[config.mk]
export PLATFORM = sky130hd
export DESIGN_NAME = pipelined_adder
export DESIGN_NICKNAME = d
export VERILOG_FILES = /design/src/rtl/pipelined_adder.sv
export SDC_FILE = /design/constraint.sdc
export NUM_CORES = 1
export LEC_CHECK = 0
export BUFFER_PORTS_ARGS = -buffer_cell sky130_fd_sc_hd__buf_2
export CORE_MARGIN = 1
export CORE_UTILIZATION = 59
export DETAILED_ROUTE_END_ITERATION = 6
export GPL_ROUTABILITY_DRIVEN = 0
export PLACE_DENSITY_LB_ADDON = 0.12
export SLEW_MARGIN = 15
export SYNTH_ARGS = -nofsm -noshare
export SYNTH_HDL_FRONTEND = slang
export SYNTH_SLANG_ARGS = --single-unit
[constraint.sdc]
create_clock -name clk -period 3.4 [get_ports clk]
set_input_delay 0.68 -clock clk [delete_from_list [all_inputs] [get_ports clk]]
set_output_delay 0.68 -clock clk [all_outputs]
set_load 0.1 [all_outputs]
[src/rtl/pipelined_adder.sv]
// -----------------------------------------------------------------------------
// pipelined_adder
//   Segmented, pipelined add/subtract unit. The BIT_WIDTH carry chain is cut
//   into STAGES equal segments of SEG_W bits. Pipeline stage k resolves segment
//   k using the carry registered by stage k-1. Each op therefore needs exactly
//   STAGES cycles from its accept edge to its result, and the unit sustains one
//   op per cycle.
//
//   Operands ride forward with their op: stage k still needs the upper operand
//   segments. Partial sums ride forward as well: the segments resolved so far
//   are carried along, so the whole sum appears at the output together.
//
//   All stages share one enable, adv = !outValid || outReady. When the output
//   is blocked the whole pipe freezes, including empty slots, so bubbles are
//   never collapsed.
//
// Parameters
//   BIT_WIDTH : operand/sum width. Must be a multiple of STAGES.
//   STAGES    : number of pipeline stages = carry segments (1..BIT_WIDTH).
//
// Ports
//   clk       : clock. All state changes on the rising edge.
//   rstN      : asynchronous, active-low reset. It clears every stage.
//   inValid   : an operand bundle is present.
//   inReady   : the unit accepts a bundle this cycle (combinational = adv).
//   in1, in2  : operands.
//   cIn       : carry in for add. It is ignored when sub=1.
//   sub       : 0 -> in1+in2+cIn, 1 -> in1+~in2+1 (in1-in2).
//   outValid  : a result is present (registered).
//   outReady  : the consumer takes the result.
//   sum       : result, modulo 2^BIT_WIDTH (registered).
//   cOut      : carry out of the MSB. For sub, 1 means no borrow (registered).
//   ovf       : signed overflow. Present only with ADDER_PIPE_FLAGS_EN.
//   zero      : sum == 0. Present only with ADDER_PIPE_FLAGS_EN.
//
// Configuration macro
//   ADDER_PIPE_FLAGS_EN : when defined, adds the ovf/zero flag ports and their
//                         last-stage logic.
// -----------------------------------------------------------------------------
module pipelined_adder #(
  parameter int BIT_WIDTH = 64,
  parameter int STAGES    = 4
) (
  input  logic                 clk,
  input  logic                 rstN,
  input  logic                 inValid,
  output logic                 inReady,
  input  logic [BIT_WIDTH-1:0] in1,
  input  logic [BIT_WIDTH-1:0] in2,
  input  logic                 cIn,
  input  logic                 sub,
  output logic                 outValid,
  input  logic                 outReady,
  output logic [BIT_WIDTH-1:0] sum,
  output logic                 cOut
`ifdef ADDER_PIPE_FLAGS_EN
  ,
  output logic                 ovf,
  output logic                 zero
`endif
);

  localparam int SEG_W = BIT_WIDTH / STAGES;
  localparam int LAST  = STAGES - 1;
  localparam int MSB   = BIT_WIDTH - 1;

  // Reject configurations whose segments would not tile the word exactly.
  if ((STAGES < 1) || (STAGES > BIT_WIDTH) || ((BIT_WIDTH % STAGES) != 0)) begin : g_bad_cfg
    $error("pipelined_adder: BIT_WIDTH must be a multiple of STAGES, 1 <= STAGES <= BIT_WIDTH");
  end

  // Adds one segment plus carry. The MSB of the result is the segment carry out.
  function automatic logic [SEG_W:0] seg_add(
    input logic [SEG_W-1:0] a,
    input logic [SEG_W-1:0] b,
    input logic             c
  );
    seg_add = {1'b0, a} + {1'b0, b} + {{SEG_W{1'b0}}, c};
  endfunction

  // Handshake
  logic                 adv_s;
  logic                 accept_s;

  // Per-stage combinational inputs: the issue port for stage 0, the previous
  // stage's registers for every later stage.
  logic [BIT_WIDTH-1:0] src_a_s   [STAGES];
  logic [BIT_WIDTH-1:0] src_b_s   [STAGES];
  logic [BIT_WIDTH-1:0] src_sum_s [STAGES];
  logic [STAGES-1:0]    src_c_s;
  logic [STAGES-1:0]    src_v_s;

  // Per-stage combinational results
  logic [SEG_W:0]       seg_res_s [STAGES];
  logic [BIT_WIDTH-1:0] nxt_sum_s [STAGES];
  logic [STAGES-1:0]    nxt_c_s;

  // Stage registers
  logic [BIT_WIDTH-1:0] a_r       [STAGES];
  logic [BIT_WIDTH-1:0] b_r       [STAGES];
  logic [BIT_WIDTH-1:0] sum_r     [STAGES];
  logic [STAGES-1:0]    carry_r;
  logic [STAGES-1:0]    valid_r;

  // The pipe moves only when the output slot is empty or being drained.
  always_comb begin
    adv_s    = (~valid_r[LAST]) | outReady;
    accept_s = inValid & adv_s;
  end

  // Source selection for each stage.
  // Stage 0 applies the subtract transform: invert in2 and force carry-in to 1.
  always_comb begin
    src_a_s[0]   = in1;
    src_b_s[0]   = sub ? ~in2 : in2;
    src_sum_s[0] = {BIT_WIDTH{1'b0}};
    src_c_s[0]   = sub ? 1'b1 : cIn;
    src_v_s[0]   = accept_s;
    for (int k = 1; k < STAGES; k++) begin
      src_a_s[k]   = a_r[k-1];
      src_b_s[k]   = b_r[k-1];
      src_sum_s[k] = sum_r[k-1];
      src_c_s[k]   = carry_r[k-1];
      src_v_s[k]   = valid_r[k-1];
    end
  end

  // Stage k resolves segment k and merges it into the partial sum carried along.
  always_comb begin
    for (int k = 0; k < STAGES; k++) begin
      seg_res_s[k] = seg_add(src_a_s[k][k*SEG_W +: SEG_W],
                             src_b_s[k][k*SEG_W +: SEG_W],
                             src_c_s[k]);
      nxt_sum_s[k] = src_sum_s[k];
      nxt_sum_s[k][k*SEG_W +: SEG_W] = seg_res_s[k][SEG_W-1:0];
      nxt_c_s[k]   = seg_res_s[k][SEG_W];
    end
  end

  // Stage registers: all of them advance together or all of them hold.
  always_ff @(posedge clk or negedge rstN) begin
    if (!rstN) begin
      valid_r <= {STAGES{1'b0}};
      carry_r <= {STAGES{1'b0}};
      for (int k = 0; k < STAGES; k++) begin
        a_r[k]   <= {BIT_WIDTH{1'b0}};
        b_r[k]   <= {BIT_WIDTH{1'b0}};
        sum_r[k] <= {BIT_WIDTH{1'b0}};
      end
    end else if (adv_s) begin
      valid_r <= src_v_s;
      carry_r <= nxt_c_s;
      for (int k = 0; k < STAGES; k++) begin
        a_r[k]   <= src_a_s[k];
        b_r[k]   <= src_b_s[k];
        sum_r[k] <= nxt_sum_s[k];
      end
    end else begin
      valid_r <= valid_r;
      carry_r <= carry_r;
    end
  end

  // Outputs come straight from the last stage register.
  always_comb begin
    inReady  = adv_s;
    outValid = valid_r[LAST];
    sum      = sum_r[LAST];
    cOut     = carry_r[LAST];
  end

`ifdef ADDER_PIPE_FLAGS_EN
  logic ovf_nxt_s;
  logic zero_nxt_s;
  logic ovf_r;
  logic zero_r;

  // Flags come from the last stage's operands and from the fully resolved sum.
  // b' is used, so the same overflow rule holds for both add and subtract.
  always_comb begin
    ovf_nxt_s  = (src_a_s[LAST][MSB] == src_b_s[LAST][MSB]) &&
                 (nxt_sum_s[LAST][MSB] != src_a_s[LAST][MSB]);
    zero_nxt_s = ~|nxt_sum_s[LAST];
  end

  // Flag registers share the pipeline enable, so they always match sum.
  always_ff @(posedge clk or negedge rstN) begin
    if (!rstN) begin
      ovf_r  <= 1'b0;
      zero_r <= 1'b0;
    end else if (adv_s) begin
      ovf_r  <= ovf_nxt_s;
      zero_r <= zero_nxt_s;
    end else begin
      ovf_r  <= ovf_r;
      zero_r <= zero_r;
    end
  end

  // Registered flag outputs
  always_comb begin
    ovf  = ovf_r;
    zero = zero_r;
  end
`endif

endmodule

==> metrics.md, run 1 <==
| Metric | Value |
|---|---|
| Status | `completed` |
| DRT Pass-1 Iters | `5` |
| Synth Area in Simple Gates | `22.7%` |
| Count leader, synth | `nand2_1` |
| # rows | `61` |
| Worst-path fanout max | `5` |
| Ports | `201` |
| Worst min path class | `input pin to async pin` |
| Syn-to-layout area delta | `16.0%` |
| Post-synth EDFFs | `0` |
| # Post-CTS Setup Buffers | `0` |
| Grt total ovfl | `0` |
| Power Dens Cells | `1110 mW/mm^2` |
| Period Utilization, post-route | `83.4%` |
| Synth Area in Compound Gates | `10.1%` |
| Yosys cell types | `61` |
| RSZ-0062 raised after global routing | `no` |
| R2R setup slack | `600 ps` |
| WP data arrival | `3210 ps` |
| Total Power | `0.0216 W` |
| Worst vdd ir | `0.000638 V` |
| Detail Placement HPWL | `23,200 um` |
| Layout cells sized above 1 | `13.8%` |
| Initial antenna violation count | `2` |
| Sw Ratio | `45.3%` |
| Max-cap violations | `0` |
| Mux share of post-synthesis cell area | `0.179%` |
| Post-Synth XOR/XNOR Area | `5.52%` |
| Post-layout minimum cycle time | `2840 ps` |
| Fill cells | `2,277` |
| Synth top area share | `53.6%` |
| Avg Inst Size Synth | `8.85 um^2` |
| Post-synthesis register bit count | `360` |
| Layout Nets | `2,263` |
| Pre-CTS WS | `105 ps` |
| Max Freq | `0.353 GHz` |
| Critical path class | `input pin to flop` |
| Clock Path Buffers | `3` |
| Global-route wire length before repair | `57,700 um` |
| Sum of negative setup slack | `0 ps` |
| Antenna Nets Post-Route | `0` |
| Layout Cells excl Fill | `2,469` |
| Initial Util | `60.2%` |
| Vias in the first global route | `12,100` |
| Sink Count | `360` |
| Inst Count DP | `2,399` |
| Post-CTS Resized | `0` |
| Clk network pwr share | `19.9%` |
| Combinational power share | `46.4%` |
| Synth top cells by count | `nand2_1 (859), dfrtp_1 (360), o21ai_1 (85)` |
| Largest cells by area after synthesis | `dfrtp_1 (54%), nand2_1 (19%), ha_1 (4.5%), xnor2_1 (3.6%), o21ai_1 (2.5%)` |
| Layout Utilization | `69.8%` |
| Sw Pwr | `0.00980 W` |
| Mapped Nets | `2,102` |
| Fin. max-slew vios | `0` |
| DRC viols | `0` |
| CTS Buf Count | `38` |
| Wire per inst | `14.1 um` |
| Cts hold-fix bufs | `0` |
| H-tree depth | `2` |
| Internal | `0.0118 W` |
| Die Ht | `171 um` |
| Pin count of the biggest net entering global routing | `189` |
| Synth Area in Adders | `5.42%` |
| Worst EP required | `3770 ps` |
| Sequential Power Share | `33.7%` |
| Setup violators final | `0` |
| Clock Skew | `12.7 ps` |
| FF/Latch Area | `0.00901 mm^2` |
| Drt via density | `5.25` |
| DRT iter0 DRCs | `867` |
| Die Width | `171 um` |
| FFs w/ async S/R, synth | `100%` |
| Largest family of logic cells by synthesized area | `simple AND/OR/NAND/NOR gates` |
| Clock latency on the worst-skew pair | `520 ps` |
| Worst Setup End Kind | `flop` |
| Die area | `0.0292 mm^2` |
| Vias | `13,000` |
| IO Port Bufs | `200` |
| Lkg Pwr | `10.0 nW` |
| Yosys warns | `0` |
| Max-slew headroom | `43.3%` |
| Clk slew on worst S/H paths | `60 ps` |
| Worst slew pin tran | `850 ps` |
| Final hold vios | `0` |
| TritonCTS clock tree | `built` |
| Global Route Usage Sum | `24.3%` |
| Worst Setup Slack, final | `564 ps` |
| Core ar. | `0.0279 mm^2` |
| Multi-input logic area | `0.00739 mm^2` |
| Synth Cell Area | `0.0168 mm^2` |
| Total wire length | `34,800 um` |
| Top FF cell, synth | `dfrtp_1` |
| Cell taking the most area after synthesis | `dfrtp_1` |
| Clock Tree Root | `clkbuf_16` |
| Mapped Cells | `1,900` |
| Startpoint types | `input pin` |
| Register area share after synthesis | `53.6%` |
==> layout make-up <==
| cell class | count | area share [%] |
|---|---|---|
| Sequential cell | 360 | 46.2 |
| Multi-Input combinational cell | 1428 | 37.9 |
| Timing Repair Buffer | 218 | 6.34 |
| Clock buffer | 57 | 6.13 |
| Tap cell | 378 | 2.42 |
| Clock inverter | 11 | 0.699 |
| Inverter | 15 | 0.327 |
| Antenna cell | 2 | 0.0257 |
==> flip-flops by register name, summed over array words and instances, names as in the netlist <==
name       count
sum           64
valid_r        4
b_r           96
nxt_sum_s     96
a_r           96
carry_r        4
==> cell families after synthesis <==
logic type | Yosys count
AOI/OAI and AO/OA | 273
xor gates and xnor gates | 106
adders and majority gates | 68
buffers and inverters | 112
DFF | 360
muxes | 3
and+or+nand+nor | 978
==> per-stage QoR <==
stage / area (um^2) / hold WS, ps
after floorplan: 16800 / 384
after global placement: 18200 / 442
after detailed placement: 18200 / 448
after CTS: 19500 / 121
after global routing: 19500 / 139
final: 19500 / 118
==> power by group through the flow <==
stage | clock (W) | combinational, W | sequential (W)
after floorplan | 0 | 0.00538 | 0.00989
after global placement | 0 | 0.00980 | 0.00729
after detailed placement | 0 | 0.0100 | 0.00736
after CTS | 0.00439 | 0.0101 | 0.00730
after global routing | 0.00455 | 0.0111 | 0.00753
final | 0.00432 | 0.0100 | 0.00729
==> critical path, stage by stage <==
cell and delay (ps):
buf_4 150, xor2_1 210, fa_1 250, inv_1 60
fa_1 400, nand2b_1 200, a2111oi_1 580, nor3_2 160
a21boi_1 240, or4b_1 160, o2111ai_1 110
==> path summary, 6_finish.rpt <==
path | start | to | cells past startpoint
worst min-delay path | rstN | sum[31] | 1
worst min register to register | sum[22] | sum[22] | 2
max in group asynchronous | rstN | sum[50] | 2
min in group clk | in1[42] | a_r[234] | 3
worst max register to register | a_r[160] | nxt_sum_s[42] | 8
worst max-delay path | sub | nxt_sum_s[140] | 11
==> cell usage in the layout (no fill, tap or decap), drive strengths merged, types with 11 or more instances in the layout <==
master / instances
clkbuf: 57
a211oi: 14
a21o: 21
a21oi: 61
xor2: 36
o21a: 11
inv: 16
xnor2: 70
ha: 60
nor3: 11
nand2: 859
o31ai: 13
dfrtp: 360
nor2: 59
buf: 218
o21ai: 102
nand3: 13
==> layer usage <==
metal | up-vias | global-route usage (%) | share of wire (%)
met5 | - | 0 | 0
met3 | 61 | 3.19 | 4.2
met1 | 6113 | 34.5 | 47
met4 | 0 | 8.00 | 2.5
met2 | 295 | 38.8 | 46
li1 | 6503 | - | -
Note: power is estimated with default switching activity, not from simulation.
==> run 2: changes to the inputs <==
==> constraint.sdc (replaced) <==
create_clock -name clk -period 2.9 [get_ports clk]
set_input_delay 0.58 -clock clk [delete_from_list [all_inputs] [get_ports clk]]
set_output_delay 0.58 -clock clk [all_outputs]
set_load 0.1 [all_outputs]
==> metrics.md, run 2 (same netlist as run 1, synthesis figures left out) <==
| Metric | Value |
|---|---|
| Grt total ovfl | `0 (unchanged)` |
| DRT Pass-1 Iters | `5 (unchanged)` |
| Syn-to-layout area delta | `15.5%` |
| Drt via density | `5.32 (+1.2%)` |
| Critical path class | `flop to flop` |
| Internal | `0.0135 W (+14%)` |
| Die Ht | `171 um (unchanged)` |
| Global Route Usage Sum | `24.7% (+0.37 points)` |
| Hold Slack | `0.627 ps (-118 ps)` |
| Sw Ratio | `46.1% (+0.82 points)` |
| RSZ-0062 raised after global routing | `no` |
| Sequential Power Share | `34.2% (+0.5 points)` |
| Post-layout minimum cycle time | `2740 ps` |
| Max-slew headroom | `57.2% (+14 points)` |
| H-tree depth | `2 (unchanged)` |
| Final hold vios | `0 (unchanged)` |
| Die area | `0.0292 mm^2 (unchanged)` |
| TritonCTS clock tree | `built` |
| Cts hold-fix bufs | `0 (unchanged)` |
| Clock Path Buffers | `3 (unchanged)` |
| Worst-path fanout max | `4 (-1)` |
| Vias in the first global route | `12,400 (+2.5%)` |
| Sink Count | `360 (unchanged)` |
| Fill cells | `2,282 (+0.22%)` |
| Layout cells sized above 1 | `13.7% (-0.061 points)` |
| Placed inst area | `0.0182 mm^2 (+0.39%)` |
| DRT iter0 DRCs | `977 (+13%)` |
| Worst EP required | `3350 ps (-420 ps)` |
| Worst vdd ir | `0.000755 V (+18%)` |
| R2R depth | `8 (unchanged)` |
| # rows | `61 (unchanged)` |
| WP data arrival | `3200 ps (about the same)` |
| # Post-CTS Setup Buffers | `0 (unchanged)` |
| Worst Setup End Kind | `flop` |
| Antenna Nets Post-Route | `0 (unchanged)` |
| Lkg Pwr | `9.96 nW (-0.57%)` |
| Period Utilization, post-route | `94.6%` |
| Global-route wire length before repair | `58,800 um (+2.0%)` |
| Clock Skew | `14.0 ps (+1.32 ps)` |
| Most common cell after layout, fill and taps aside | `nand2_1` |
| Worst slew pin tran | `642 ps (-208 ps)` |
| Reg-to-reg startpoint | `a_r[208]` |
| Initial antenna violation count | `0 (-2)` |
| Post-CTS Resized | `0 (unchanged)` |
| Highest-count cells in the layout ignoring fill and taps | `nand2_1 (859), dfrtp_1 (360), buf_2 (197)` |
| Crit. Startpoint | `a_r[208]` |
| Final Instance Area | `0.0194 mm^2 (-0.45%)` |
| Clock Tree Root | `clkbuf_16` |
| Total Power | `0.0250 W (+16%)` |
| Sum of negative setup slack | `0 ps (unchanged)` |
| Die Width | `171 um (unchanged)` |
| Initial Util | `60.2% (unchanged)` |
| Sw Pwr | `0.0115 W (+18%)` |
| Core ar. | `0.0279 mm^2 (unchanged)` |
| IO Port Bufs | `200 (unchanged)` |
| Layout Nets | `2,268 (+0.22%)` |
| Startpoint types | `flop` |
| Max Freq | `0.365 GHz` |
| Worst min path class | `input pin to async pin` |
| Setup violators final | `0 (unchanged)` |
| Status | `completed` |
| Wire per inst | `14.3 um (+1.3%)` |
| DRC viols | `0 (unchanged)` |
| Vias | `13,100 (+1.2%)` |
| Power Dens Cells | `1290 mW/mm^2 (+16%)` |
| Clk network pwr share | `18.3% (-1.6 points)` |
| Clk slew on worst S/H paths | `60 ps (about the same)` |
| Fin. max-slew vios | `0 (unchanged)` |
| Clock latency on the worst-skew pair | `520 ps (about the same)` |
| Combinational power share | `47.5% (+1.1 points)` |
| Ports | `201 (unchanged)` |
| Total wire length | `35,200 um (+1.3%)` |
| Pin count of the biggest net entering global routing | `145 (-23%)` |
| # diodes | `0 (-2)` |
| Detail Placement HPWL | `23,900 um (+3.1%)` |
| CTS Buf Count | `38 (unchanged)` |
| Max-cap violations | `0 (unchanged)` |
[run 2: final timing paths]
path	to	slack, ps
min	sum[27]	0.6
max reg2reg	nxt_sum_s[94]	160
max	nxt_sum_s[94]	160
min reg2reg	sum[7]	460
max in group asynchronous	b_r[239]	2100
min in group clk	a_r[243]	250
[run 2: layout make-up]
cell class | instances | area [um^2] | share of cell area (%)
Sequential cell | 360 | 9010 | 46.4
Multi-Input combinational cell | 1428 | 7400 | 38.1
Tap cell | 378 | 473 | 2.44
Inverter | 15 | 63.8 | 0.329
Clock buffer | 54 | 1070 | 5.51
Clock inverter | 11 | 104 | 0.535
Timing Repair Buffer | 223 | 1300 | 6.70
[run 2: power groups by stage]
| stage | combinational (W) | clock (W) | sequential [W] |
|---|---|---|---|
| floorplan | 0.00632 | 0 | 0.0116 |
| global placement | 0.0116 | 0 | 0.00855 |
| detailed placement | 0.0118 | 0 | 0.00863 |
| CTS | 0.0119 | 0.00467 | 0.00856 |
| global route | 0.0130 | 0.00486 | 0.00883 |
| finish | 0.0119 | 0.00457 | 0.00855 |
[run 2: per-layer routing]
| layer | share of wire [%] | global-route usage [%] | routed length [um] | up-vias |
|---|---|---|---|---|
| met5 | 0 | 0 | 0 | - |
| met4 | 2.5 | 7.22 | 883 | 0 |
| met3 | 4.5 | 3.59 | 1600 | 69 |
| met2 | 47 | 39.6 | 16500 | 378 |
| met1 | 46 | 35.0 | 16300 | 6185 |
| li1 | - | - | - | 6496 |
[run 2: stage by stage]
| stage | utilization [%] | worst slack (ps) | std cells |
|---|---|---|---|
| 2_1_floorplan | - | -121 | 1900 |
| 3_3_place_gp | 65.3 | -16.2 | 2404 |
| 3_5_place_dp | 65.3 | -150 | 2404 |
| 4_1_cts | 69.5 | 104 | 2469 |
| 5_1_grt | 69.5 | 22.3 | 2469 |
| 6_report | 69.5 | 157 | 2469 |
[run 2: critical path: stages, from the launching register on]
cell and delay (ps):
dfrtp_1 400, fa_1 490, fa_1 460, a211oi_1 270, nor2_1 120, o21ai_2 230
o211ai_1 160, or4b_1 480, nand3_1 90
